--- src/rtl/mux_scan_serializer.sv ---
// -----------------------------------------------------------------------------
// mux_scan_serializer
//
// Sequencer for an external 8:1 multiplexer stage. A word is latched on an
// accepted start, driven onto the mux data inputs, and the 3-bit select is
// stepped through all eight positions. After HOLD cycles on each select value
// the mux output is sampled, emitted as a serial bit, and merged into a
// reconstructed word. After the eighth sample the reconstructed word is
// compared against the latched word, giving a loopback check of the mux.
//
// Parameters:
//   HOLD       cycles each select value is held before sampling (1..255)
//   MSB_FIRST  0: select order 0..7, 1: select order 7..0
//
// Ports:
//   clk        system clock, rising edge
//   rst_n      asynchronous active-low reset
//   start      scan request, sampled only while idle
//   data_in    word to scan, latched on the accepted start edge
//   mux_y      output of the external mux (combinational from mux_data/sel)
//   mux_data   latched word; bit i drives mux input Ii
//   sel        mux select
//   ser_bit    most recently sampled mux_y
//   ser_valid  one-cycle pulse, ser_bit is new this cycle
//   busy       high from the accepted start until the end of the done cycle
//   done       one-cycle pulse after the eighth sample
//   rx_word    reconstructed word; bit i = mux_y sampled with sel = i
//   mismatch   rx_word != mux_data, updated at the eighth sample
// -----------------------------------------------------------------------------
module mux_scan_serializer #(
    parameter int HOLD      = 1,
    parameter bit MSB_FIRST = 1'b0
) (
    input  logic       clk,
    input  logic       rst_n,
    input  logic       start,
    input  logic [7:0] data_in,
    input  logic       mux_y,
    output logic [7:0] mux_data,
    output logic [2:0] sel,
    output logic       ser_bit,
    output logic       ser_valid,
    output logic       busy,
    output logic       done,
    output logic [7:0] rx_word,
    output logic       mismatch
);

    typedef enum logic [1:0] {
        ST_IDLE,
        ST_SCAN,
        ST_DONE
    } state_t;

    // Terminal hold count; HOLD=1 makes every scan edge a sample edge.
    localparam logic [7:0] HOLD_LAST = 8'(HOLD - 1);
    localparam logic [2:0] SEL_FIRST = MSB_FIRST ? 3'd7 : 3'd0;

    state_t     state_reg;
    logic [7:0] mux_data_reg;
    logic [2:0] sel_reg;
    logic [7:0] hold_cnt_reg;
    logic [2:0] bit_cnt_reg;
    logic [7:0] rx_word_reg;
    logic       ser_bit_reg;
    logic       ser_valid_reg;
    logic       busy_reg;
    logic       done_reg;
    logic       mismatch_reg;

    logic       sample_edge;
    logic [2:0] sel_next;
    logic [7:0] rx_word_next;

    assign sample_edge = (hold_cnt_reg == HOLD_LAST);
    assign sel_next    = MSB_FIRST ? (sel_reg - 3'd1) : (sel_reg + 3'd1);

    // Reconstructed word with the bit currently being sampled merged in.
    // Used both as the rx_word update and for the final comparison, so the
    // mismatch flag sees the eighth bit in the same edge it is captured.
    for (genvar gi = 0; gi < 8; gi++) begin : g_rx_merge
        assign rx_word_next[gi] = (sel_reg == 3'(gi)) ? mux_y : rx_word_reg[gi];
    end

    always_ff @(posedge clk or negedge rst_n) begin
        if (!rst_n) begin
            state_reg     <= ST_IDLE;
            mux_data_reg  <= 8'd0;
            sel_reg       <= 3'd0;
            hold_cnt_reg  <= 8'd0;
            bit_cnt_reg   <= 3'd0;
            rx_word_reg   <= 8'd0;
            ser_bit_reg   <= 1'b0;
            ser_valid_reg <= 1'b0;
            busy_reg      <= 1'b0;
            done_reg      <= 1'b0;
            mismatch_reg  <= 1'b0;
        end else begin
            // Pulse outputs default low; they are raised only on the edges
            // that produce them.
            ser_valid_reg <= 1'b0;
            done_reg      <= 1'b0;

            case (state_reg)
                ST_IDLE: begin
                    if (start) begin
                        mux_data_reg <= data_in;
                        sel_reg      <= SEL_FIRST;
                        hold_cnt_reg <= 8'd0;
                        bit_cnt_reg  <= 3'd0;
                        rx_word_reg  <= 8'd0;
                        mismatch_reg <= 1'b0;
                        busy_reg     <= 1'b1;
                        state_reg    <= ST_SCAN;
                    end
                end

                ST_SCAN: begin
                    if (sample_edge) begin
                        hold_cnt_reg  <= 8'd0;
                        ser_bit_reg   <= mux_y;
                        ser_valid_reg <= 1'b1;
                        rx_word_reg   <= rx_word_next;
                        if (bit_cnt_reg == 3'd7) begin
                            // Last sample: select stays on the final index.
                            mismatch_reg <= (rx_word_next != mux_data_reg);
                            done_reg     <= 1'b1;
                            state_reg    <= ST_DONE;
                        end else begin
                            bit_cnt_reg <= bit_cnt_reg + 3'd1;
                            sel_reg     <= sel_next;
                        end
                    end else begin
                        hold_cnt_reg <= hold_cnt_reg + 8'd1;
                    end
                end

                ST_DONE: begin
                    // start is deliberately not looked at here; a new scan
                    // can only be accepted from the following idle cycle.
                    busy_reg  <= 1'b0;
                    state_reg <= ST_IDLE;
                end

                default: begin
                    busy_reg  <= 1'b0;
                    state_reg <= ST_IDLE;
                end
            endcase
        end
    end

    assign mux_data  = mux_data_reg;
    assign sel       = sel_reg;
    assign ser_bit   = ser_bit_reg;
    assign ser_valid = ser_valid_reg;
    assign busy      = busy_reg;
    assign done      = done_reg;
    assign rx_word   = rx_word_reg;
    assign mismatch  = mismatch_reg;

endmodule

--- config.mk ---
export PLATFORM = sky130hd
export DESIGN_NAME = mux_scan_serializer
export DESIGN_NICKNAME = d
export VERILOG_FILES = /design/src/rtl/mux_scan_serializer.sv
export SDC_FILE = /design/constraint.sdc
export NUM_CORES = 1
export LEC_CHECK = 0
export BUFFER_PORTS_ARGS = -buffer_cell sky130_fd_sc_hd__buf_2
export CORE_UTILIZATION = 50
export CTS_CLUSTER_DIAMETER = 150
export DETAILED_ROUTE_END_ITERATION = 10
export HOLD_SLACK_MARGIN = 0.1
export PLACE_DENSITY = 0.73
export RECOVER_POWER = 25
export SKIP_LAST_GASP = 1
export SYNTH_ARGS = -nofsm -noshare
export SYNTH_HDL_FRONTEND = slang
export SYNTH_SLANG_ARGS = --single-unit
--- constraint.sdc ---
create_clock -name clk -period 2.05 [get_ports clk]
set_input_delay 0.41 -clock clk [delete_from_list [all_inputs] [get_ports clk]]
set_output_delay 0.41 -clock clk [all_outputs]
set_load 0.005 [all_outputs]
**After elaboration in Yosys (flattened, before gate mapping)**

Cells that the tools add are included.

- Output and inout port bits: 24
- Input bits: 12
- Register bits after elaboration: 37

- Reduce and logical (&&, ||, !) cells: 12
- Mux-type cells: 35
- $add $sub $neg: 3
- Bitwise operators: 1
- Equal/unequal tests: 14

Operator list:

| operator | count |
|---|---|
| case mux 8 bit (2 select lines) | 2 |
| two-way mux 8 bit | 3 |
| two-way mux 1 bit | 17 |
| == test 3 bit, second input constant | 5 |
| two-way mux 3 bit | 5 |
| case mux 3 bit (2 select lines) | 2 |
| adder 8 x 1 -> 8 bit, second input constant | 1 |
| zero test 8 bit | 1 |
| != test 2 bit, second input constant | 4 |
| != test 8 bit | 1 |
| AND reduction 2 bit | 4 |
| AND reduction 4 bit | 2 |
| adder 3 x 1 -> 3 bit, second input constant | 2 |
| == test 3 x 2 -> 1 bit, second input constant | 2 |
| two-way mux 2 bit | 3 |
| AND reduction 3 bit | 2 |
| case mux 1 bit (2 select lines) | 2 |
| case mux 2 bit (2 select lines) | 1 |
| == test 3 x 1 -> 1 bit, second input constant | 1 |
| zero test 3 bit | 1 |
| == test 2 x 1 -> 1 bit, second input constant | 1 |
| zero test 2 bit | 1 |
| nonzero test 2 bit | 1 |
| inverter 1 bit | 1 |

**Depth between registers and ports, before layout**

- Depth in word-level cells: 6
- Depth in mapped cells: 7

**Worst setup path after synthesis**

No wires, ideal clock.

- Path type: flip-flop to flip-flop
- From: reg hold_cnt_reg[0]
- To: reg hold_cnt_reg[3]
- Library setup time: 0.130 ns
- Cell stages (with the launch flop): 8
- Clock period less this slack: 1.842 ns
- Path slack: 0.208 ns
- Data arrival time: 1.712 ns
- Cell sequence: dfrtp_1 -> inv_1 -> ha_1 -> or4b_2 -> o21ai_4 -> nor2_1 -> o21ai_0 -> o21ai_0

- Longest elaborated chain between the ends: 3

Ends and longest elaborated chain:

| what | RTL line | RTL |
|---|---|---|
| start: declaration | 62 | `logic [7:0] hold_cnt_reg;` |
| start signal: assignment | 134 | `hold_cnt_reg <= hold_cnt_reg + 8'd1;` |
| adder 8 x 1 -> 8 bit or zero test 8 bit (tied branches) | 134, 75 |  |
| two-way mux 8 bit * | 119 | `if (sample_edge) begin` |
| case mux 8 bit (2 select lines) * | 104 | `case (state_reg)` |

Every way passes the cells marked *; elsewhere a longest branch is shown, timed or not.
A chain may end at the register's enable or synchronous reset.

**Final worst setup path**

- From: reg hold_cnt_reg[0]
- To: reg mismatch_reg (netlist: mismatch)

- Longest elaborated chain between the ends: 3

Ends and longest elaborated chain:

| what | RTL line | RTL |
|---|---|---|
| zero test 8 bit | 75 | `assign sample_edge = (hold_cnt_reg == HOLD_LAST);` |
| != test 2 bit (no source line) | - |  |
| AND reduction 4 bit (no source line) | - |  |
| end signal: assignment | 126 | `mismatch_reg <= (rx_word_next != mux_data_reg);` |
| end: declaration | 69 | `logic mismatch_reg;` |

Every way passes these cells.

==> impl_metrics.ini <==
[outcome]
status = finished clean

[sta]
slew_violations = 0
period_share = 0.937
hold_viol_final = 0
setup_viol_count_final = 0
fmax_ghz = 0.520
period_needed_ps = 1920
maxSlewHeadroom = 0.408
finClkSkew_ps = 2.94
grt_setup_unrepaired = no
tightest_slew_ps = 888
tns_ps = 0

[run]
cap_violations = 0

[routing]
ant_nets = 0
viasPerCell = 5.32
drc_errors = 0
drt_pass1_iterations = 4
drt-initial-drc-count = 103
wl_per_cell_um = 13.5
wl_mm = 3.93
vias = 1547

[floorplanning]
initial_core_util = 0.531
core_um2 = 3720
ios = 36
dieHeight_um = 64.8
dieArea_um2 = 4200
rows = 22
die_x_um = 64.8

[cts]
clock_path_buffers = 2
numCtsBuffers = 5
clock_sinks = 37
clk_latency_ps = 280
clock-root-buffer = clkbuf_8
cts_htree_levels = 2
clkTransAtPathRegs_ps = 70
cts_tree = built

[cells_and_area]
nets = 264
seq_area_um2 = 926
drive_gt1_frac = 0.267
num_antenna_cells = 0
multiInputGateArea_um2 = 998
syn2layout_area_growth_pct = 18.8
fillers = 319

[synthesis]
synth_fp_nets = 218
ys_seq_area_frac = 0.470
avgSynthCellArea_um2 = 10.1
synth_top_cell_by_area = dfrtp_1
synthFlopType = dfrtp_1
synth_cells = 196
synth_common_cells = dfrtp_1 (37), o21ai_0 (29), nand2_1 (27)
yosysTopAreaCellShare = 0.470
yosysUniqueCellTypes = 33
syn_area_um2 = 1970
async_reset_ff_frac = 1.00
yosysMostFrequentCell = dfrtp_1
synth_edf_count = 0
synth_warnings = 0
synth.area.top_cells = dfrtp_1 (47%), o21ai_0 (7.4%), ha_1 (6.3%)
ys_ff_latch = 37

[critical_path]
path_class = reg -> reg
cp.required_ps = 2200
crit_path_end_kind = register
crit_arrival_ps = 2070
cp_max_fo = 5
critPathLaunchType = register

[worst_hold_path]
hold_path_class = in -> reg

[grt]
grt_usage = 0.223
overflow = 0
grt_pass1_wl_mm = 7.04
grt_max_degree = 38
grt_pass1_vias = 1513
antenna_found_initial = 0

[place]
globalplace.congestion = 0.811
dpl.hpwl_mm = 2.90
place.port_buffers = 35

[power_and_ir_drop]
power.total_mw = 2.94
power.static_leakage_nw = 1.18
power.density_nw_per_um2 = 1260
ir_drop_mv = 0.736
repair_timing:
item,4_1_cts,5_1_grt
gates resized for setup,0,1
endpoints found under the setup margin,0,5
hold endpoints to repair,37,0
setup buffers,0,2
hold buffers,1,0
placed cells by master (no fill, tap or decap), drive strengths merged:
| cell | n |
|---|---|
| buf | 43 |
| nor2 | 9 |
| nor3 | 6 |
| a41oi | 1 |
| or4b | 1 |
| xor2 | 3 |
| mux2i | 9 |
| o21ai | 30 |
| inv | 7 |
| ha | 10 |
| and3 | 6 |
| a21o | 2 |
| xnor2 | 7 |
| nand3 | 4 |
| nor4 | 1 |
| and2b | 1 |
| nor4b | 1 |
| nand2 | 27 |
| a22o | 3 |
| o31a | 1 |
| or3 | 1 |
| mux2 | 8 |
| clkbuf | 7 |
| nor3b | 1 |
| a31oi | 1 |
| nand2b | 4 |
| a21oi | 7 |
| clkinv | 2 |
| dfrtp | 37 |
| a221o | 1 |
| and2 | 1 |
| dlygate4sd3 | 1 |
report_power, final:
group	internal, mW	switching [mW]
clock	0.236	0.252
combinational	0.636	0.630
sequential	0.969	0.221
total	1.84	1.10
layer usage:
| metal | track usage | share of wire | wire length (µm) | up-vias |
|---|---|---|---|---|
| met1 | 0.319 | 0.49 | 1910 | 733 |
| met3 | 0.0581 | 0.052 | 204 | 2 |
| met2 | 0.333 | 0.46 | 1790 | 39 |
| met5 | 0 | 0 | 0 | - |
| met4 | 0.0583 | 0.0059 | 23 | 0 |
| li1 | - | - | - | 773 |
cell families after synthesis:
logic type      after synthesis  synth area share
flops                        37             0.470
compound gates               46             0.143
buf+inv                      13            0.0260
xor+xnor                     10            0.0444
mux                          17            0.0914
fa+ha+maj                    10            0.0635
simple gates                 63             0.162
cell type report:
class                      count  share of cell area
clock buffer                   6              0.0310
clock inverter                 2             0.00427
sequential                    37               0.395
tap                           48              0.0256
multi-input combinational    146               0.426
inverter                       7              0.0112
timing repair buffer          45               0.107
per-stage QoR:
| step | cell area (µm²) | setup slack [ps] | instances | hold WS, ps | util |
|---|---|---|---|---|---|
| floorplan | 1970 | 208 | 196 | 114 | - |
| global placement | 2250 | 111 | 280 | 388 | 0.605 |
| detailed placement | 2250 | 55.6 | 280 | 389 | 0.605 |
| CTS | 2340 | 45.6 | 289 | 347 | 0.630 |
| global route | 2340 | 11.6 | 291 | 352 | 0.631 |
| finish | 2340 | 129 | 291 | 353 | 0.631 |
worst paths after layout:
check                                         endpoint  depth (start not counted)                         from  slack, ps
setup / recovery                  mismatch$_DFFE_PN0P_                          7  hold_cnt_reg[0]$_DFFE_PN0P_        130
hold / removal                 mux_data[0]$_DFFE_PN0P_                          2                   data_in[0]        350
setup reg to reg                  mismatch$_DFFE_PN0P_                          7  hold_cnt_reg[0]$_DFFE_PN0P_        130
hold reg to reg                       busy$_DFFE_PN0P_                          1             busy$_DFFE_PN0P_        490
max in group asynchronous  hold_cnt_reg[4]$_DFFE_PN0P_                          3                        rst_n        640
min in group asynchronous       rx_word[5]$_DFFE_PN0P_                          3                        rst_n        860
critical path, stage by stage (launching register included):
cell     delay [ps]
dfrtp_1         410
inv_1            70
ha_1            150
nor4b_4         270
a21oi_2         100
o31a_1          310
nor4_1          310
a41oi_1         150
No activity file was read; power rests on OpenSTA's default activity.
